[config.mk]
export PLATFORM = sky130hd
export DESIGN_NAME = vga_timing_gen
export DESIGN_NICKNAME = d
export VERILOG_FILES = /design/src/rtl/vga_timing_gen.sv
export SDC_FILE = /design/constraint.sdc
export NUM_CORES = 1
export LEC_CHECK = 0
export CAP_MARGIN = 20
export CORE_AREA = 2 2 55 78
export CTS_BUF_LIST = sky130_fd_sc_hd__clkbuf_16
export CTS_CLUSTER_DIAMETER = 80
export DETAILED_ROUTE_END_ITERATION = 6
export DIE_AREA = 0 0 57 80
export MAX_ROUTING_LAYER = met4
export PLACE_DENSITY_LB_ADDON = 0.08
export SYNTH_ARGS = -nofsm -noshare
export SYNTH_HDL_FRONTEND = slang
export SYNTH_SLANG_ARGS = --single-unit
[constraint.sdc]
create_clock -name vga_clk -period 4 [get_ports vga_clk]
set_input_delay 0.8 -clock vga_clk [delete_from_list [all_inputs] [get_ports vga_clk]]
set_output_delay 0.8 -clock vga_clk [all_outputs]
set_load 0.02 [all_outputs]
[src/rtl/vga_timing_gen.sv]
// vga_timing_gen: parametrised VGA sync / pixel-address generator.
//
// Purpose: produces hsync/vsync/video_on, visible pixel addresses and
// line/frame strobes for an arbitrary display mode. The sync and video_on
// outputs are delayed by OUT_DLY cycles so they line up with a downstream
// pixel-fetch pipeline that consumes the undelayed addresses.
//
// Ports:
//   vga_clk       in   pixel clock
//   rst           in   synchronous active-high reset
//   vga_hsync     out  horizontal sync, active level HS_POL, delayed OUT_DLY
//   vga_vsync     out  vertical sync, active level VS_POL, delayed OUT_DLY
//   vga_video_on  out  visible-area flag, delayed OUT_DLY
//   vga_h_addr    out  visible pixel column (0 outside the visible area)
//   vga_v_addr    out  visible line (0 outside the visible area)
//   pix_req       out  undelayed visible flag qualifying the addresses
//   line_start    out  one-cycle pulse on the first pixel of every line
//   frame_start   out  one-cycle pulse on the first pixel of line 0
//
// Optional build macro VGA_TIMING_RUNTIME_EN adds cfg_* inputs and cfg_load.
// A cfg_load pulse captures a new mode into pending registers; the pending
// mode becomes active on the next frame wrap so a frame is never torn.
module vga_timing_gen #(
  parameter int CNT_W   = 12,
  parameter int H_VA    = 640,
  parameter int H_FP    = 16,
  parameter int H_SP    = 96,
  parameter int H_BP    = 48,
  parameter int V_VA    = 480,
  parameter int V_FP    = 10,
  parameter int V_SP    = 2,
  parameter int V_BP    = 33,
  parameter bit HS_POL  = 1'b0,
  parameter bit VS_POL  = 1'b0,
  parameter int OUT_DLY = 1
) (
  input  logic             vga_clk,
  input  logic             rst,
`ifdef VGA_TIMING_RUNTIME_EN
  input  logic [CNT_W-1:0] cfg_h_va,
  input  logic [CNT_W-1:0] cfg_h_fp,
  input  logic [CNT_W-1:0] cfg_h_sp,
  input  logic [CNT_W-1:0] cfg_h_bp,
  input  logic [CNT_W-1:0] cfg_v_va,
  input  logic [CNT_W-1:0] cfg_v_fp,
  input  logic [CNT_W-1:0] cfg_v_sp,
  input  logic [CNT_W-1:0] cfg_v_bp,
  input  logic             cfg_load,
`endif
  output logic             vga_hsync,
  output logic             vga_vsync,
  output logic             vga_video_on,
  output logic [CNT_W-1:0] vga_h_addr,
  output logic [CNT_W-1:0] vga_v_addr,
  output logic             pix_req,
  output logic             line_start,
  output logic             frame_start
);

  // Elaboration-time sanity checks on the parameter set.
  if (H_VA + H_FP + H_SP + H_BP >= (1 << CNT_W)) begin : g_ht_chk
    $error("vga_timing_gen: horizontal total does not fit in CNT_W");
  end
  if (V_VA + V_FP + V_SP + V_BP >= (1 << CNT_W)) begin : g_vt_chk
    $error("vga_timing_gen: vertical total does not fit in CNT_W");
  end
  if (OUT_DLY < 0 || OUT_DLY > 8) begin : g_dly_chk
    $error("vga_timing_gen: OUT_DLY must be in 0..8");
  end

  typedef struct packed {
    logic [CNT_W-1:0] h_va, h_fp, h_sp, h_bp;
    logic [CNT_W-1:0] v_va, v_fp, v_sp, v_bp;
  } timing_t;

  localparam timing_t PARAM_TIMING = '{
    h_va: CNT_W'(H_VA), h_fp: CNT_W'(H_FP), h_sp: CNT_W'(H_SP), h_bp: CNT_W'(H_BP),
    v_va: CNT_W'(V_VA), v_fp: CNT_W'(V_FP), v_sp: CNT_W'(V_SP), v_bp: CNT_W'(V_BP)
  };

  timing_t          tm;
  logic [CNT_W-1:0] h_cnt_q, h_cnt_d, v_cnt_q, v_cnt_d;
  logic [CNT_W-1:0] h_sp_beg, h_sp_end, h_last;
  logic [CNT_W-1:0] v_sp_beg, v_sp_end, v_last;
  logic             h_wrap, v_wrap, frame_wrap;
  logic             h_vis, v_vis, h_in_sp, v_in_sp;

  // Segment boundaries, in VA -> FP -> SP -> BP order.
  assign h_sp_beg = tm.h_va + tm.h_fp;
  assign h_sp_end = h_sp_beg + tm.h_sp;
  assign h_last   = h_sp_end + tm.h_bp - CNT_W'(1);
  assign v_sp_beg = tm.v_va + tm.v_fp;
  assign v_sp_end = v_sp_beg + tm.v_sp;
  assign v_last   = v_sp_end + tm.v_bp - CNT_W'(1);

  assign h_wrap     = (h_cnt_q == h_last);
  assign v_wrap     = (v_cnt_q == v_last);
  assign frame_wrap = h_wrap & v_wrap;

  assign h_vis   = (h_cnt_q < tm.h_va);
  assign v_vis   = (v_cnt_q < tm.v_va);
  assign h_in_sp = (h_cnt_q >= h_sp_beg) & (h_cnt_q < h_sp_end);
  assign v_in_sp = (v_cnt_q >= v_sp_beg) & (v_cnt_q < v_sp_end);

`ifdef VGA_TIMING_RUNTIME_EN
  timing_t act_q, pend_q;
  logic    pend_vld_q;

  assign tm = act_q;

  // A load on the wrap edge lands in pend_q after the old pending mode has
  // been applied, so it takes effect one frame later.
  always_ff @(posedge vga_clk) begin
    if (rst) begin
      act_q      <= PARAM_TIMING;
      pend_q     <= PARAM_TIMING;
      pend_vld_q <= 1'b0;
    end else begin
      if (frame_wrap && pend_vld_q) begin
        act_q      <= pend_q;
        pend_vld_q <= 1'b0;
      end
      if (cfg_load) begin
        pend_q     <= '{h_va: cfg_h_va, h_fp: cfg_h_fp, h_sp: cfg_h_sp, h_bp: cfg_h_bp,
                        v_va: cfg_v_va, v_fp: cfg_v_fp, v_sp: cfg_v_sp, v_bp: cfg_v_bp};
        pend_vld_q <= 1'b1;
      end
    end
  end
`else
  assign tm = PARAM_TIMING;
`endif

  always_comb begin
    h_cnt_d = h_cnt_q + CNT_W'(1);
    v_cnt_d = v_cnt_q;
    if (h_wrap) begin
      h_cnt_d = '0;
      v_cnt_d = v_wrap ? '0 : v_cnt_q + CNT_W'(1);
    end
  end

  logic hs1_q, vs1_q;

  // Counters plus stage-1 outputs, all decoded from the previous counts.
  always_ff @(posedge vga_clk) begin
    if (rst) begin
      h_cnt_q     <= '0;
      v_cnt_q     <= '0;
      vga_h_addr  <= '0;
      vga_v_addr  <= '0;
      pix_req     <= 1'b0;
      line_start  <= 1'b0;
      frame_start <= 1'b0;
      hs1_q       <= ~HS_POL;
      vs1_q       <= ~VS_POL;
    end else begin
      h_cnt_q     <= h_cnt_d;
      v_cnt_q     <= v_cnt_d;
      vga_h_addr  <= h_vis ? h_cnt_q : '0;
      vga_v_addr  <= v_vis ? v_cnt_q : '0;
      pix_req     <= h_vis & v_vis;
      line_start  <= (h_cnt_q == '0);
      frame_start <= (h_cnt_q == '0) & (v_cnt_q == '0);
      hs1_q       <= h_in_sp ? HS_POL : ~HS_POL;
      vs1_q       <= v_in_sp ? VS_POL : ~VS_POL;
    end
  end

  // Extra alignment stages for sync and video_on; pix_req doubles as the
  // stage-1 video_on.
  if (OUT_DLY == 0) begin : g_nodly
    assign vga_hsync    = hs1_q;
    assign vga_vsync    = vs1_q;
    assign vga_video_on = pix_req;
  end else begin : g_dly
    logic [OUT_DLY-1:0] hs_dly_q, vs_dly_q, vo_dly_q;

    always_ff @(posedge vga_clk) begin
      if (rst) begin
        hs_dly_q <= {OUT_DLY{~HS_POL}};
        vs_dly_q <= {OUT_DLY{~VS_POL}};
        vo_dly_q <= '0;
      end else begin
        hs_dly_q[0] <= hs1_q;
        vs_dly_q[0] <= vs1_q;
        vo_dly_q[0] <= pix_req;
        for (int i = 1; i < OUT_DLY; i++) begin
          hs_dly_q[i] <= hs_dly_q[i-1];
          vs_dly_q[i] <= vs_dly_q[i-1];
          vo_dly_q[i] <= vo_dly_q[i-1];
        end
      end
    end

    assign vga_hsync    = hs_dly_q[OUT_DLY-1];
    assign vga_vsync    = vs_dly_q[OUT_DLY-1];
    assign vga_video_on = vo_dly_q[OUT_DLY-1];
  end

endmodule

==> results by group, run 1 <==
Outcome
  • Status: complete, no violations

Layout
  • Finished Cell Area: 0.00257 mm2
  • Share of cells above drive strength 1: 0.0797
  • Final-stage net count: 256
  • N_diodes: 0
  • Area growth syn-to-layout: 24.3%
  • Final core utilization: 0.667
  • Number of fill cells: 332

Synth
  • Most common cell in the netlist: dfxtp_1
  • Cell Area, Synth: 0.00207 mm2
  • Syn Area/Cell: 9.58 um2
  • Post-synth top cells: dfxtp_1, nor2_1, and2_1
  • Count of cell types in the netlist: 36
  • Synthesis-stage register bit count: 56
  • Top_reg_cell synth: dfxtp_1
  • Syn Inst Count: 216
  • Synth area leaders: dfxtp_1, and2_1, xnor2_1
  • Post-synth top area share: 0.542
  • Async SR Flop Fraction: 0
  • Synthesis Warnings: 0
  • Area leader, netlist: dfxtp_1
  • Sequential area share after synthesis: 0.542
  • Post-synth EDFFs: 0

Routing
  • DRC: 0
  • Via count: 1553
  • WL/cell: 13.9 um
  • WL final: 4.08 mm
  • Via density per instance: 5.28
  • Antenna Violating Nets Remaining: 0
  • Drt first pass iters: 4
  • Drt initial violations: 19

Pwr
  • VDD IR max: 0.000355 V
  • Switching Power: 0.000220 W
  • Clk pwr share: 0.439
  • Static Leak: 0.923 nW
  • Switching fraction of total power: 0.200
  • PwrDens: 429 mW/mm2
  • Internal: 0.000883 W
  • Comb pwr share: 0.042
  • Flop pwr share: 0.519

Clock network
  • Skew-Pair Late Insertion Delay: 0.29 ns
  • TritonCTS Sinks: 56
  • CTS tree: built
  • CTS H-tree depth: 2
  • CTS Buf Count: 5
  • Post_cts resized: 0
  • CTS root buf: clkbuf_16
  • # hold bufs at CTS: 0
  • Postcts setup bufs: 0
  • Longest Clk Path Bufs: 2
  • Clk slew on worst S/H paths: 0.07 ns

Worst setup path
  • CP Max Fanout: 15
  • CP max stage delay: 0.70 ns
  • Most frequent CP cell: or4_4
  • Worst R2R Setup Slack: 1.50 ns
  • Worst Path Class, Setup: reg2reg
  • Top Family by Delay on Critical Path: simple AND/OR/NAND/NOR gates
  • FF-to-FF Start: h_cnt_q[6]
  • Buf+Inv Stages, Crit Path: 0
  • CP arrival: 2.65 ns
  • Worst r2r dst: v_cnt_q[4]
  • Crit. End Element: flip-flop
  • Critical Path Source Type: flip-flop
  • Reg2Reg Depth: 4
  • CP required: 4.15 ns
  • Worst-path cell chain: or4_4, or4_4, o21bai_1, nor2_1
  • Slowest cell on crit path: o21bai_1

Floorplanning
  • Die Wd: 57 um
  • Cell Rows: 27
  • Initial Utilization: 0.537
  • I/O pin cnt: 32
  • Die ar.: 0.00456 mm2
  • DIE HEIGHT: 80 um
  • Core area: 0.00385 mm2

Timing
  • Worst-margin pin slew: 0.828 ns
  • Setup TNS Final: 0 ns
  • Minimum clock period: 2.50 ns
  • Final setup viols: 0
  • Final-report hold violation count: 0
  • Fin worst setup slack: 1.50 ns
  • Achievable Freq: 399 MHz
  • RSZ-0062 raised after global routing: false
  • Max_slew headroom: 0.447
  • Period utilization: 0.626
  • Slew Viols, Final: 0
  • Clock skew: 0.00380 ns

Placement
  • Post-detail-place hpwl: 3.00 mm
  • Post-DP Area: 0.00240 mm2
  • GPL Wtd Cong: 0.877
  • Port buffer count: 31
  • Dpl ws: 1.52 ns

Flow run
  • Max-cap viol count: 0

GRT
  • GR Overflow Total: 0
  • Most used routing layer in global routing: met2
  • Met3 global-route usage: 0.0470
  • Total GRT Usage: 0.198
  • First-pass GRT wire length: 6.69 mm
  • Met1 Use GR: 0.179
  • Vias in the first global route: 1455
  • Pin count of the biggest net entering global routing: 18
  • Initial antenna violation count: 0
  • Grt met2 use: 0.378

Worst hold path
  • Hold Startpoint: hs1_q
  • HP Class: reg2reg
  • WHS Path Cells: 1
  • Worst hold path endpoint: vga_hsync
[cell families after synthesis]
family | after synthesis | share of synthesized area
other cells | 1 | 0.00181
fa+ha+maj | 4 | 0.0242
xor+xnor | 12 | 0.0508
flops | 56 | 0.542
buf+inv | 17 | 0.0399
compound gates | 22 | 0.0557
simple gates | 104 | 0.286
[stage by stage]
stage          hold slack (ns)  cells  power (W)
2_1_floorplan            0.389    220   0.000610
3_3_place_gp             0.403    286   0.000631
3_5_place_dp             0.402    286   0.000632
4_1_cts                  0.415    294    0.00111
5_1_grt                  0.422    294    0.00114
6_report                 0.415    294    0.00110
[flip-flops by register name, summed over array words and instances, names as in the netlist]
name	count
hs1_q	1
v_cnt_q	12
vs1_q	1
vga_v_addr	12
h_cnt_q	12
vga_video_on	1
pix_req	1
line_start	1
vga_hsync	1
vga_h_addr	12
vga_vsync	1
frame_start	1
[area by class of cell]
class | count | area [um2] | area share
Clock buffer | 5 | 125 | 0.0487
Clock inverter | 3 | 42.5 | 0.0166
Sequential cell | 56 | 1120 | 0.436
Multi-Input combinational cell | 147 | 880 | 0.342
Timing Repair Buffer | 32 | 318 | 0.124
Tap cell | 43 | 53.8 | 0.0209
Inverter | 8 | 30.0 | 0.0117
[routing by layer]
metal	vias to the layer above	part of all wire
met2	32	0.56
met4	0	0.028
met3	12	0.032
met5	-	0
met1	713	0.38
li1	796	-
[worst max path at each step]
stage	slack, ns	to	start	cells past startpoint
floorplan	1.84	v_cnt_q[11]	h_cnt_q[6]	5
global placement	1.53	vga_h_addr[5]	rst	4
detailed placement	1.52	v_cnt_q[4]	h_cnt_q[6]	4
CTS	1.50	v_cnt_q[4]	h_cnt_q[6]	4
global route	1.37	v_cnt_q[3]	h_cnt_q[0]	5
finish	1.50	v_cnt_q[4]	h_cnt_q[6]	4
[worst reg2reg max path, cell delays in order, from the launching register on]
cell	delay, ns
dfxtp_1	0.37
or4_4	0.55
or4_4	0.61
o21bai_1	0.70
nor2_1	0.13
[power groups by stage]
stage	logic (W)	registers (W)	clock network, W
global route	0.0000505	0.000573	0.000518
finish	0.0000461	0.000572	0.000485
floorplan	0.0000155	0.000594	0
global placement	0.0000461	0.000585	0
detailed placement	0.0000465	0.000585	0
CTS	0.0000467	0.000572	0.000494
[cells in the final DEF, fill, tap and decap left out]
master / n
nand4_1: 6
conb_1: 5
o21bai_1: 1
ha_1: 4
clkdlybuf4s50_1: 31
and2_1: 15
or2_2: 3
bufinv_16: 1
nor4_1: 7
or3_1: 5
and3_1: 1
xnor2_1: 9
and2_2: 1
inv_6: 1
or4b_2: 1
nor4b_1: 1
and4_1: 1
nor3b_1: 1
nand2_1: 14
or3_2: 3
dfxtp_1: 56
inv_1: 9
o21ai_0: 10
xor2_1: 3
clkbuf_16: 5
or3b_2: 1
nor4bb_1: 1
or4_1: 2
or2b_1: 1
or4bb_2: 1
buf_4: 1
or4_4: 2
nor3_1: 8
a21oi_1: 10
nor2b_1: 3
o31ai_1: 1
nand3_1: 7
nor2_1: 19
Power figures use the tool's default switching activity.
==> run 2: changes to the inputs <==
CORE_AREA = 2 2 57 80   (was 2 2 55 78)
DIE_AREA = 0 0 59 82   (was 0 0 57 80)
clock period = 2.45 ns   (was 4 ns; I/O delays follow)
==> run 2 against run 1 <==
  * Hold slack got worse by 0.0016 ns
  * Routed wire length decreased by 1.7%
  * First-iteration DRC count rose by 150%
  * Sequential share of layout area is 0.85 points lower
  * Critical path type unchanged
  * Largest power group unchanged
==> results by group, run 2 (same netlist as run 1, synthesis figures left out) <==
Layout
  • Final-stage net count: 262
  • Share of cells above drive strength 1: 0.105
  • N_diodes: 0
  • Non-filler cells in the finished layout: 302
  • Area growth syn-to-layout: 26.7%
  • Number of fill cells: 350
  • Commonest cells after routing, fill and taps aside: dfxtp_1, clkdlybuf4s50_1, nor2_1, and2_1, nand2_1
  • Commonest non-fill, non-tap cell in the layout: dfxtp_1

Worst hold path
  • HP Class: reg2reg
  • Hold Startpoint: vs1_q

Worst setup path
  • CP required: 2.67 ns
  • Worst-path cell chain: or4_4, or4_4, or4_1, a21oi_1
  • Buf+Inv Stages, Crit Path: 0
  • Crit. End Element: flip-flop
  • Most frequent CP cell: or4_4
  • Worst setup startpoint: h_cnt_q[11]
  • Worst Path Class, Setup: reg2reg
  • FF-to-FF Start: h_cnt_q[11]
  • CP arrival: 2.52 ns
  • Slowest cell on crit path: or4_4
  • CP max stage delay: 0.62 ns
  • CP Max Fanout: 15
  • Top Family by Delay on Critical Path: simple AND/OR/NAND/NOR gates
  • Critical Path Source Type: flip-flop

Clock network
  • Longest Clk Path Bufs: 2
  • Clk slew on worst S/H paths: 0.07 ns
  • Skew-Pair Late Insertion Delay: 0.29 ns
  • CTS root buf: clkbuf_16
  • CTS Buf Count: 5
  • CTS H-tree depth: 2
  • Post_cts resized: 0
  • # hold bufs at CTS: 0
  • TritonCTS Sinks: 56
  • CTS tree: built
  • Postcts setup bufs: 0

Outcome
  • Status: complete, no violations

Floorplanning
  • Die ar.: 0.00484 mm2
  • Die Wd: 59 um
  • Initial Utilization: 0.500
  • Cell Rows: 28
  • DIE HEIGHT: 82 um
  • I/O pin cnt: 32
  • Core area: 0.00413 mm2

Timing
  • Period utilization: 0.937
  • Slew Viols, Final: 0
  • Final setup viols: 0
  • Clock skew: 0.00247 ns
  • Setup TNS Final: 0 ns
  • RSZ-0062 raised after global routing: false
  • Final-report hold violation count: 0
  • Minimum clock period: 2.30 ns
  • Achievable Freq: 435 MHz
  • Max_slew headroom: 0.656
  • Worst-margin pin slew: 0.512 ns

GRT
  • Pin count of the biggest net entering global routing: 18
  • Total GRT Usage: 0.195
  • Vias in the first global route: 1481
  • GR Overflow Total: 0
  • First-pass GRT wire length: 6.91 mm
  • Initial antenna violation count: 0

Routing
  • Via count: 1565
  • DRC: 0
  • Via density per instance: 5.18
  • WL/cell: 13.3 um
  • Drt first pass iters: 4
  • Drt initial violations: 47
  • WL final: 4.01 mm
  • Antenna Violating Nets Remaining: 0

Pwr
  • PwrDens: 689 mW/mm2
  • Total power: 0.00181 W
  • Static Leak: 0.955 nW
  • VDD IR max: 0.000455 V

Flow run
  • Max-cap viol count: 0

Placement
  • Port buffer count: 31
  • Post-detail-place hpwl: 2.91 mm
  • Placed Cells: 294
  • GPL Wtd Cong: 0.849
run 2: cell type report:
class	count	area [um2]	area share
Sequential cell	56	1120	0.428
Inverter	8	30.0	0.0115
Multi-Input combinational cell	147	883	0.337
Clock inverter	3	42.5	0.0162
Tap cell	45	56.3	0.0215
Timing Repair Buffer	38	363	0.138
Clock buffer	5	125	0.0477
run 2: per-layer routing:
metal | vias to the layer above | part of all wire | GRT usage
met2 | 39 | 0.54 | 0.349
met3 | 9 | 0.036 | 0.0472
met1 | 712 | 0.40 | 0.203
met4 | 0 | 0.020 | 0.0773
met5 | - | 0 | -
li1 | 805 | - | -
run 2: worst paths after layout:
path	slack (ns)	to	cells past startpoint
worst max register to register	0.15	v_cnt_q[11]	4
worst max-delay path	0.15	v_cnt_q[11]	4
worst min-delay path	0.41	vga_vsync	1
worst min register to register	0.41	vga_vsync	1
run 2: where the power goes:
part / switching (W) / total, W / internal (W)
clock: 0.000314 / 0.000796 / 0.000482
sequential: 0.00000779 / 0.000934 / 0.000926
combinational: 0.0000421 / 0.0000767 / 0.0000346
total: 0.000363 / 0.00181 / 0.00144
run 2: metrics by stage:
step           utilization  hold WS, ns  cell area, um2  setup WS (ns)
3_3_place_gp         0.593        0.395            2450          0.209
4_1_cts              0.633        0.417            2620          0.105
6_report             0.634        0.413            2620          0.154
2_1_floorplan            -        0.389            2080          0.286
3_5_place_dp         0.593        0.398            2450          0.142
5_1_grt              0.634        0.420            2620         0.0685
